File: src/rtl/if_fetch_unit.sv
// rtl/if_fetch_unit.sv - instruction fetch front end: PC, req/gnt/rvalid fetch, redirect flush, decode FIFO
module if_fetch_unit #(
   parameter logic [31:0] RESET_PC = 32'h0000_0000,
   parameter int          DEPTH    = 2
) (
   input  logic        clk,
   input  logic        rst,
   output logic        mem_req_o,
   output logic [31:0] mem_addr_o,
   input  logic        mem_gnt_i,
   input  logic        mem_rvalid_i,
   input  logic [31:0] mem_rdata_i,
   input  logic        jump_en_i,
   input  logic [31:0] jump_addr_i,
   output logic        inst_valid_o,
   input  logic        inst_ready_i,
   output logic [31:0] inst_o,
   output logic [31:0] inst_addr_o
);

   localparam int          PW      = $clog2(DEPTH);
   localparam int          CW      = $clog2(DEPTH + 1);
   localparam logic [CW:0] DEPTH_W = (CW+1)'(DEPTH);
   localparam logic [PW-1:0] P_ONE = PW'(1);
   localparam logic [CW-1:0] C_ONE = CW'(1);

   logic [31:0]   r_pc;
   logic [CW-1:0] r_outstanding;
   logic [CW-1:0] r_drop_cnt;
   logic [CW-1:0] r_count;
   logic [PW-1:0] r_rd_ptr;
   logic [PW-1:0] r_wr_ptr;
   logic [PW-1:0] r_ifq_rd;
   logic [PW-1:0] r_ifq_wr;
   logic [31:0]   r_fifo_addr [DEPTH];
   logic [31:0]   r_fifo_inst [DEPTH];
   logic [31:0]   r_ifq_addr  [DEPTH];

   logic [CW:0]   w_used;
   logic          w_grant;
   logic          w_drop;
   logic          w_push;
   logic          w_pop;
   logic [CW-1:0] w_grant_c;
   logic [CW-1:0] w_resp_c;
   logic [CW-1:0] w_push_c;
   logic [CW-1:0] w_pop_c;

   // Credit covers both in-flight and buffered words, so a granted word always has a slot.
   assign w_used       = {1'b0, r_outstanding} + {1'b0, r_count};
   assign mem_req_o    = rst & ~jump_en_i & (w_used < DEPTH_W);
   assign mem_addr_o   = r_pc;
   assign w_grant      = mem_req_o & mem_gnt_i;
   assign w_drop       = mem_rvalid_i & (r_drop_cnt != '0);
   assign w_push       = mem_rvalid_i & ~jump_en_i & (r_drop_cnt == '0);
   assign inst_valid_o = (r_count != '0) & ~jump_en_i;
   assign w_pop        = inst_valid_o & inst_ready_i;
   assign inst_o       = r_fifo_inst[r_rd_ptr];
   assign inst_addr_o  = r_fifo_addr[r_rd_ptr];

   assign w_grant_c = {{(CW-1){1'b0}}, w_grant};
   assign w_resp_c  = {{(CW-1){1'b0}}, mem_rvalid_i};
   assign w_push_c  = {{(CW-1){1'b0}}, w_push};
   assign w_pop_c   = {{(CW-1){1'b0}}, w_pop};

   always_ff @(posedge clk or negedge rst) begin
      if (!rst) begin
         r_pc          <= RESET_PC;
         r_outstanding <= '0;
         r_drop_cnt    <= '0;
         r_count       <= '0;
         r_rd_ptr      <= '0;
         r_wr_ptr      <= '0;
      end else begin
         r_outstanding <= r_outstanding + w_grant_c - w_resp_c;
         if (jump_en_i) begin
            r_pc       <= {jump_addr_i[31:2], 2'b00};
            // Every request still in flight after this cycle belongs to the old stream.
            r_drop_cnt <= r_outstanding - w_resp_c;
            r_count    <= '0;
            r_rd_ptr   <= '0;
            r_wr_ptr   <= '0;
         end else begin
            if (w_grant) r_pc <= r_pc + 32'd4;
            if (w_drop) r_drop_cnt <= r_drop_cnt - C_ONE;
            r_count <= r_count + w_push_c - w_pop_c;
            if (w_push) r_wr_ptr <= r_wr_ptr + P_ONE;
            if (w_pop) r_rd_ptr <= r_rd_ptr + P_ONE;
         end
      end
   end

   always_ff @(posedge clk or negedge rst) begin
      if (!rst) begin
         r_ifq_rd <= '0;
         r_ifq_wr <= '0;
         for (int i = 0; i < DEPTH; i++) begin
            r_ifq_addr[i]  <= '0;
            r_fifo_addr[i] <= '0;
            r_fifo_inst[i] <= '0;
         end
      end else begin
         if (w_grant) begin
            r_ifq_addr[r_ifq_wr] <= r_pc;
            r_ifq_wr             <= r_ifq_wr + P_ONE;
         end
         if (mem_rvalid_i) r_ifq_rd <= r_ifq_rd + P_ONE;
         if (w_push) begin
            r_fifo_addr[r_wr_ptr] <= r_ifq_addr[r_ifq_rd];
            r_fifo_inst[r_wr_ptr] <= mem_rdata_i;
         end
      end
   end

   always @(posedge clk) begin
      if (rst) begin
         assert (w_used <= DEPTH_W);
         assert (!(mem_rvalid_i && (r_outstanding == '0)));
      end
   end

endmodule

File: config.mk
export PLATFORM = sky130hd
export DESIGN_NAME = if_fetch_unit
export DESIGN_NICKNAME = d
export VERILOG_FILES = /design/src/rtl/if_fetch_unit.sv
export SDC_FILE = /design/constraint.sdc
export NUM_CORES = 1
export LEC_CHECK = 0
export BUFFER_PORTS_ARGS = -buffer_cell sky130_fd_sc_hd__buf_4
export CORE_ASPECT_RATIO = 0.75
export CORE_MARGIN = 2
export CORE_UTILIZATION = 25
export CTS_BUF_LIST = sky130_fd_sc_hd__clkbuf_16
export DETAILED_ROUTE_END_ITERATION = 10
export GPL_ROUTABILITY_DRIVEN = 0
export GPL_TIMING_DRIVEN = 0
export PLACE_DENSITY_LB_ADDON = 0.15
export SYNTH_ARGS = -nofsm -noshare
export SYNTH_HDL_FRONTEND = slang
export SYNTH_SLANG_ARGS = --single-unit
export TNS_END_PERCENT = 50
File: constraint.sdc
create_clock -name clk -period 3 [get_ports clk]
set_input_delay 0.3 -clock clk [delete_from_list [all_inputs] [get_ports clk]]
set_output_delay 0.3 -clock clk [all_outputs]
set_load 0.1 [all_outputs]
-- After elaboration in Yosys (flattened, before gate mapping)
Cells that the tools add are included.
- bitwise logic cells: 13
- reductions and logical operators: 9
- add/sub/neg operators: 12
- mux-type cells: 25
- $lt $le $gt $ge: 7
- operators with widths (kind ; count):
    2-to-1 mux 32 bit ; 13
    bitwise mux 64 bit ; 3
    demux 32 bit (select 1 bit) ; 2
    adder 32 x 3 -> 32 bit (second input constant) ; 1
    nonzero test 2 bit ; 6
    bitwise AND 1 bit ; 8
    greater-or-equal comparator 2 bit (second input constant) ; 4
    NOT 1 -> 2 bit ; 4
    2-to-1 mux 2 bit ; 3
    subtractor 2 x 1 -> 2 bit ; 3
    adder 1 bit (second input constant) ; 4
    adder 2 x 1 -> 2 bit ; 2
    < comparator 2 x 1 -> 1 bit (second input constant) ; 2
    2-to-1 mux 1 bit ; 4
    adder 2 x 2 -> 3 bit ; 1
    < comparator 3 x 2 -> 1 bit (second input constant) ; 1
    logical AND 1 bit ; 2
    logical NOT 2 bit ; 1
    subtractor 2 x 1 -> 2 bit (second input constant) ; 1
    NOT 1 bit ; 1
- input bits: 70
- flip-flop bits (word level): 234

-- Depth between registers and ports, before layout
- depth after elaboration: 6
- mapped depth: 10
- mapped depth without buffers: 9

-- Worst setup path before layout
OpenSTA, ideal clock, no wires.
- path type: reg2out
- from: register r_outstanding[0]
- to: output mem_req_o
- arrival time: 4160 ps
- setup slack: -1460 ps
- path buffers: 0
- required time: 2700 ps
- stages on the path, launching flop included: 4
- cells stage by stage: dfrtp_1 > and2_1 > fa_1 > nor4b_1
- word-level cells in the longest chain between the ends: 3
- RTL lines (what ; line ; text):
    start: declaration ; 28 ; logic [CW-1:0] r_outstanding;
    start signal: assignment ; 75 ; r_outstanding <= r_outstanding + w_grant_c - w_resp_c;
    adder 2 x 2 -> 3 bit ; 50 ; assign w_used = {1'b0, r_outstanding} + {1'b0, r_count};
    < comparator 3 x 2 -> 1 bit ; 51 ; assign mem_req_o = rst & ~jump_en_i & (w_used < DEPTH_W);
    bitwise AND 1 bit ; 51 ;
    end: declaration ; 8 ; output logic mem_req_o,
Every way passes these cells.

-- Worst setup path after layout
- from: register r_outstanding[0]
- to: register r_pc[23] (netlist: mem_addr_o[23])
- word-level cells in the longest chain between the ends: 5
- RTL lines (what ; line ; text):
    adder 2 x 2 -> 3 bit ; 50 ;
    < comparator 3 x 2 -> 1 bit ; 51 ;
    bitwise AND 1 bit ; 51 ;
    bitwise AND 1 bit ; 53 ; assign w_grant = mem_req_o & mem_gnt_i;
    nonzero test 2 bit (no line) ; -- ;
    end signal: assignment ; 77 ; r_pc <= {jump_addr_i[31:2], 2'b00};
    end signal: assignment ; 84 ; if (w_grant) r_pc <= r_pc + 32'd4;
    end: declaration ; 27 ; logic [31:0] r_pc;
Every way passes these cells.
A chain may end at the register's enable or synchronous reset.

==> impl_results.md <==
* Count of final setup violators at 0
* Instance count of the mapped netlist at approximately 830
* Sequential cell fraction of total power at between 30 and 40%
* Max-slew violation total from the final report at 0
* Count of clock tree sinks at 224
* Number of flops mapped to enable cells by yosys at 0
* Length in cells of the worst reg-to-reg path at 8
* TritonCTS clock tree: built
* DIE AREA at ~0.042 sq mm
* Die extent in y at roughly 180 um
* Share of post-route cells with drive strength above 1 at between 30% and 40%
* Reported max-cap violation count at 0
* Layout filler cell count at approximately 4000
* Library cells used by synthesis at between 40 and 50
* Net switching power at around 0.0076 W
* Global-route usage over all layers at between 10% and 20%
* Combined flip-flop and latch cell area at 0.00561 sq mm
* Final clock skew at ~10 ps
* Slowest-stage cell, CP: or4_4
* Syn avg cell area at around 12 sq um
* Largest net degree at the start of global routing at ~120
* Core utilization of the finished layout at between 30 and 40%
* Number of standard-cell rows in the floorplan at 63
* Worst vdd ir at between 0.0007 and 0.0008 V
* Arrival time of the worst setup path at between 3000 and 4000 ps
* Least-Margin Pin Slew at a little under 1000 ps
* Routed length on met1 at ~15 mm
* Endpoint of the most critical setup path: mem_addr_o[23]
* Amount of wire on met2 after detailed routing at 13.2 mm
* Worst hold path type: primary input to register
* Area of the mapped netlist at 0.0101 sq mm
* Syn-to-layout area delta at 32.5%
* Crit-path max FO at 10
* Multiplexer area fraction after synthesis at around a quarter
* CP required at roughly 3400 ps
* Total I/O pin count at 168
* Count of input and output buffers at approximately 160
* Share of synthesized area occupied by flip-flops and latches at a little under three fifths
* Proportion of power drawn by combinational gates at between 50% and 60%
* Initial DRC count at between 300 and 400
* Synthesized-area fraction occupied by adder cells at under 10%
* Deepest clock path buffer count at 3
* Start point of the critical path: r_outstanding[0]
* Clock latency on the worst-skew pair at approximately 530 ps
* Share of flip-flops with an asynchronous set or reset at 100%
* Number of search-and-repair iterations in the first detailed-routing pass at 4
* Overflow after GRT at 0
* Most used cell along the critical path: buf_6
* Die Width at between 200 and 250 um
* Combinational family with the most area after synthesis: multiplexers
* Routed wire length per instance at ~19 um
* Category of the critical setup timing path: register to register
* Placement Setup Slack at -648 ps
* Routed met3 length at roughly 1.4 mm
* Final Total Pwr at 0.0157 W
* Post-synthesis share of cell area spent on xor and xnor gates at approximately 1.7%
* Setup slack, reg-to-reg at roughly 130 ps
* TritonCTS buffer count at 25
* RSZ-0062 raised after global routing: false
* Worst-path cell chain: and2_1 > fa_2 > nand4bb_1 > buf_6 > or4_4 > buf_6 > or4_1 > a31oi_1
* Vias in the first global route at ~7700
* Highest routed layer: met4
* Total number of yosys warnings at 0
* Clk root buf: clkbuf_16
* Run status: finished, final reports clean
* Core Footprint at around 0.04 sq mm
* Overall via count from detail_route at ~7300
* Final Hold Vio Count at 0
* Most instantiated flip-flop cell in the synthesis netlist: dfrtp_1
* Power density normalized to cell area at roughly 1200 mW/mm^2
* Drt via density at around 4.5
* Antenna violations before repair at 0
* Wire length of the first global-routing pass at 46.4 mm
* Startpoint kind of the worst setup timing path: register
* Hold slack final at approximately 37 ps
* Compound-Gate Fraction of Synth Area at 6.27%
* Worst reg2reg startpoint: r_outstanding[0]
* Combined area of the multi-input logic cells at 0.00424 sq mm
* Switching share of power at between 40 and 50%
* HPWL after DPL at 20.6 mm
* DRC violation count after routing at 0
* Post-synthesis share of cell area spent on and, or, nand and nor gates at between 8 and 9%
* Delay of the slowest cell on the worst path at roughly 550 ps
* RR Endpoint: mem_addr_o[23]
* Antenna Diode Count at 0
* Final Net Count at 1153
* Most frequent cells in the layout: dfrtp_1 (224), mux2_2 (183), buf_4 (165)
* Deepest level of the CTS H-tree at 1
* Part of the cycle the worst path needs at 95.7%
* Setup crit end kind: register
* Min cycle time layout at between 2000 and 3000 ps
* Most frequent standard cell in the layout excluding fill and tap cells: dfrtp_1
* Fmax achieved at approximately 350 MHz
* Effective utilization at floorplan at 25.4%
* Post-Route WL at around 30 mm
* Synthesized flop and latch total at 224
* Pleak at slightly below 6 nW
* Clock network fraction of total power at a little under a fifth
* Worst-case setup margin in the final layout at between 100 and 150 ps
* Internal Pwr Total at between 0.008 and 0.009 W
* Max-slew headroom at the worst pin at between 30% and 40%
* Worst-path clk slew at ~60 ps
* DRT antenna net count at 0
==> critical path: cells and delay by family (launching register included) <==
kind                     cells  cell delay (ps)
AO/OA/AOI/OAI                1              170
adder cells (fa/ha/maj)      1              450
buffers and inverters        2              340
flip-flops                   1              400
AND/OR/NAND/NOR              4             1420
==> worst min-delay path by stage <==
stage	from	end	cells after the start
3_3_place_gp	r_fifo_addr[3]	r_fifo_addr[3]	2
6_report	mem_rdata_i[12]	r_fifo_inst[12]	2
2_1_floorplan	rst	mem_addr_o[10]	0
3_5_place_dp	rst	r_fifo_inst[3]	1
5_1_grt	mem_rdata_i[12]	r_fifo_inst[12]	2
4_1_cts	rst	r_fifo_inst[35]	1
==> kinds of logic after synthesis <==
kind of cell	after synthesis
flops	224
mux	215
other cells	1
simple gates	186
xor+xnor	20
fa+ha+maj	8
compound gates	114
buf+inv	65
==> cells in the mapped netlist (2+ instances only) <==
| cell | number | area share [%] |
|---|---|---|
| a21oi_1 | 32 | 1.6 |
| a31oi_1 | 15 | 0.93 |
| and2_1 | 5 | 0.31 |
| and4_1 | 8 | 0.69 |
| buf_1 | 9 | 0.34 |
| buf_2 | 3 | 0.15 |
| buf_4 | 4 | 0.30 |
| clkbuf_1 | 38 | 1.4 |
| dfrtp_1 | 224 | 56 |
| ha_1 | 7 | 0.87 |
| inv_1 | 8 | 0.30 |
| mux2_2 | 183 | 20 |
| mux2i_1 | 32 | 3.2 |
| nand2_1 | 62 | 2.3 |
| nand2b_1 | 3 | 0.19 |
| nand3_1 | 9 | 0.45 |
| nand4_1 | 11 | 0.68 |
| nor2_1 | 54 | 2.0 |
| nor3_1 | 7 | 0.35 |
| nor4_1 | 2 | 0.12 |
| o21a_1 | 2 | 0.15 |
| o21ai_0 | 52 | 2.6 |
| o31a_1 | 2 | 0.17 |
| o31ai_1 | 8 | 0.60 |
| o41ai_1 | 2 | 0.17 |
| or3_1 | 7 | 0.43 |
| or4_1 | 11 | 0.82 |
| xnor2_1 | 12 | 1.0 |
| xor2_1 | 8 | 0.69 |
==> flip-flops by register name, summed over array words and instances (netlist names) <==
register and flops:
r_fifo_inst 64, r_fifo_addr 60, r_ifq_addr 60, mem_addr_o 30
r_count 2, r_drop_cnt 2, r_outstanding 2, r_ifq_rd 1
r_ifq_wr 1, r_rd_ptr 1, r_wr_ptr 1
==> per-stage QoR <==
| step | cell area (sq um) | instances | TNS, ps |
|---|---|---|---|
| finish | 13400 | 1613 | 0 |
| global route | 13400 | 1613 | 0 |
| CTS | 13200 | 1607 | -7.19 |
| detailed placement | 12000 | 1519 | -42820 |
| global placement | 12000 | 1517 | -234860 |
| floorplan | 10100 | 836 | 0 |
==> what timing repair did <==
action | CTS | global route
endpoints found under the setup margin | 133 | 41
hold endpoints to repair | 186 | 55
setup buffers | 0 | 1
gates resized for setup | 15 | 4
gates cloned | 0 | 1
hold buffers | 43 | 4
pin swaps | 0 | 1
==> area by class of cell <==
class                      instances  area share, %
clock buffer                      25           4.68
inverter                           9          0.253
buffer                            56           1.99
sequential                       224           42.0
multi-input combinational        547           31.7
timing repair buffer             212           13.6
tap                              520           4.87
clock inverter                    20          0.881
==> power by group through the flow <==
stage	Clock (W)	Sequential, W	Combinational, W
2_1_floorplan	0	0.00498	0.00614
3_3_place_gp	0	0.00486	0.00796
3_5_place_dp	0	0.00490	0.00801
4_1_cts	0.00300	0.00484	0.00809
5_1_grt	0.00311	0.00500	0.00843
6_report	0.00288	0.00484	0.00801
==> layer usage <==
metal / track usage (%) / vias up
met4: 3.05 / 0
li1: - / 3442
met1: 21.1 / 3670
met2: 21.6 / 141
met3: 2.49 / 36
met5: 0 / -
Power figures use the tool's default switching activity.
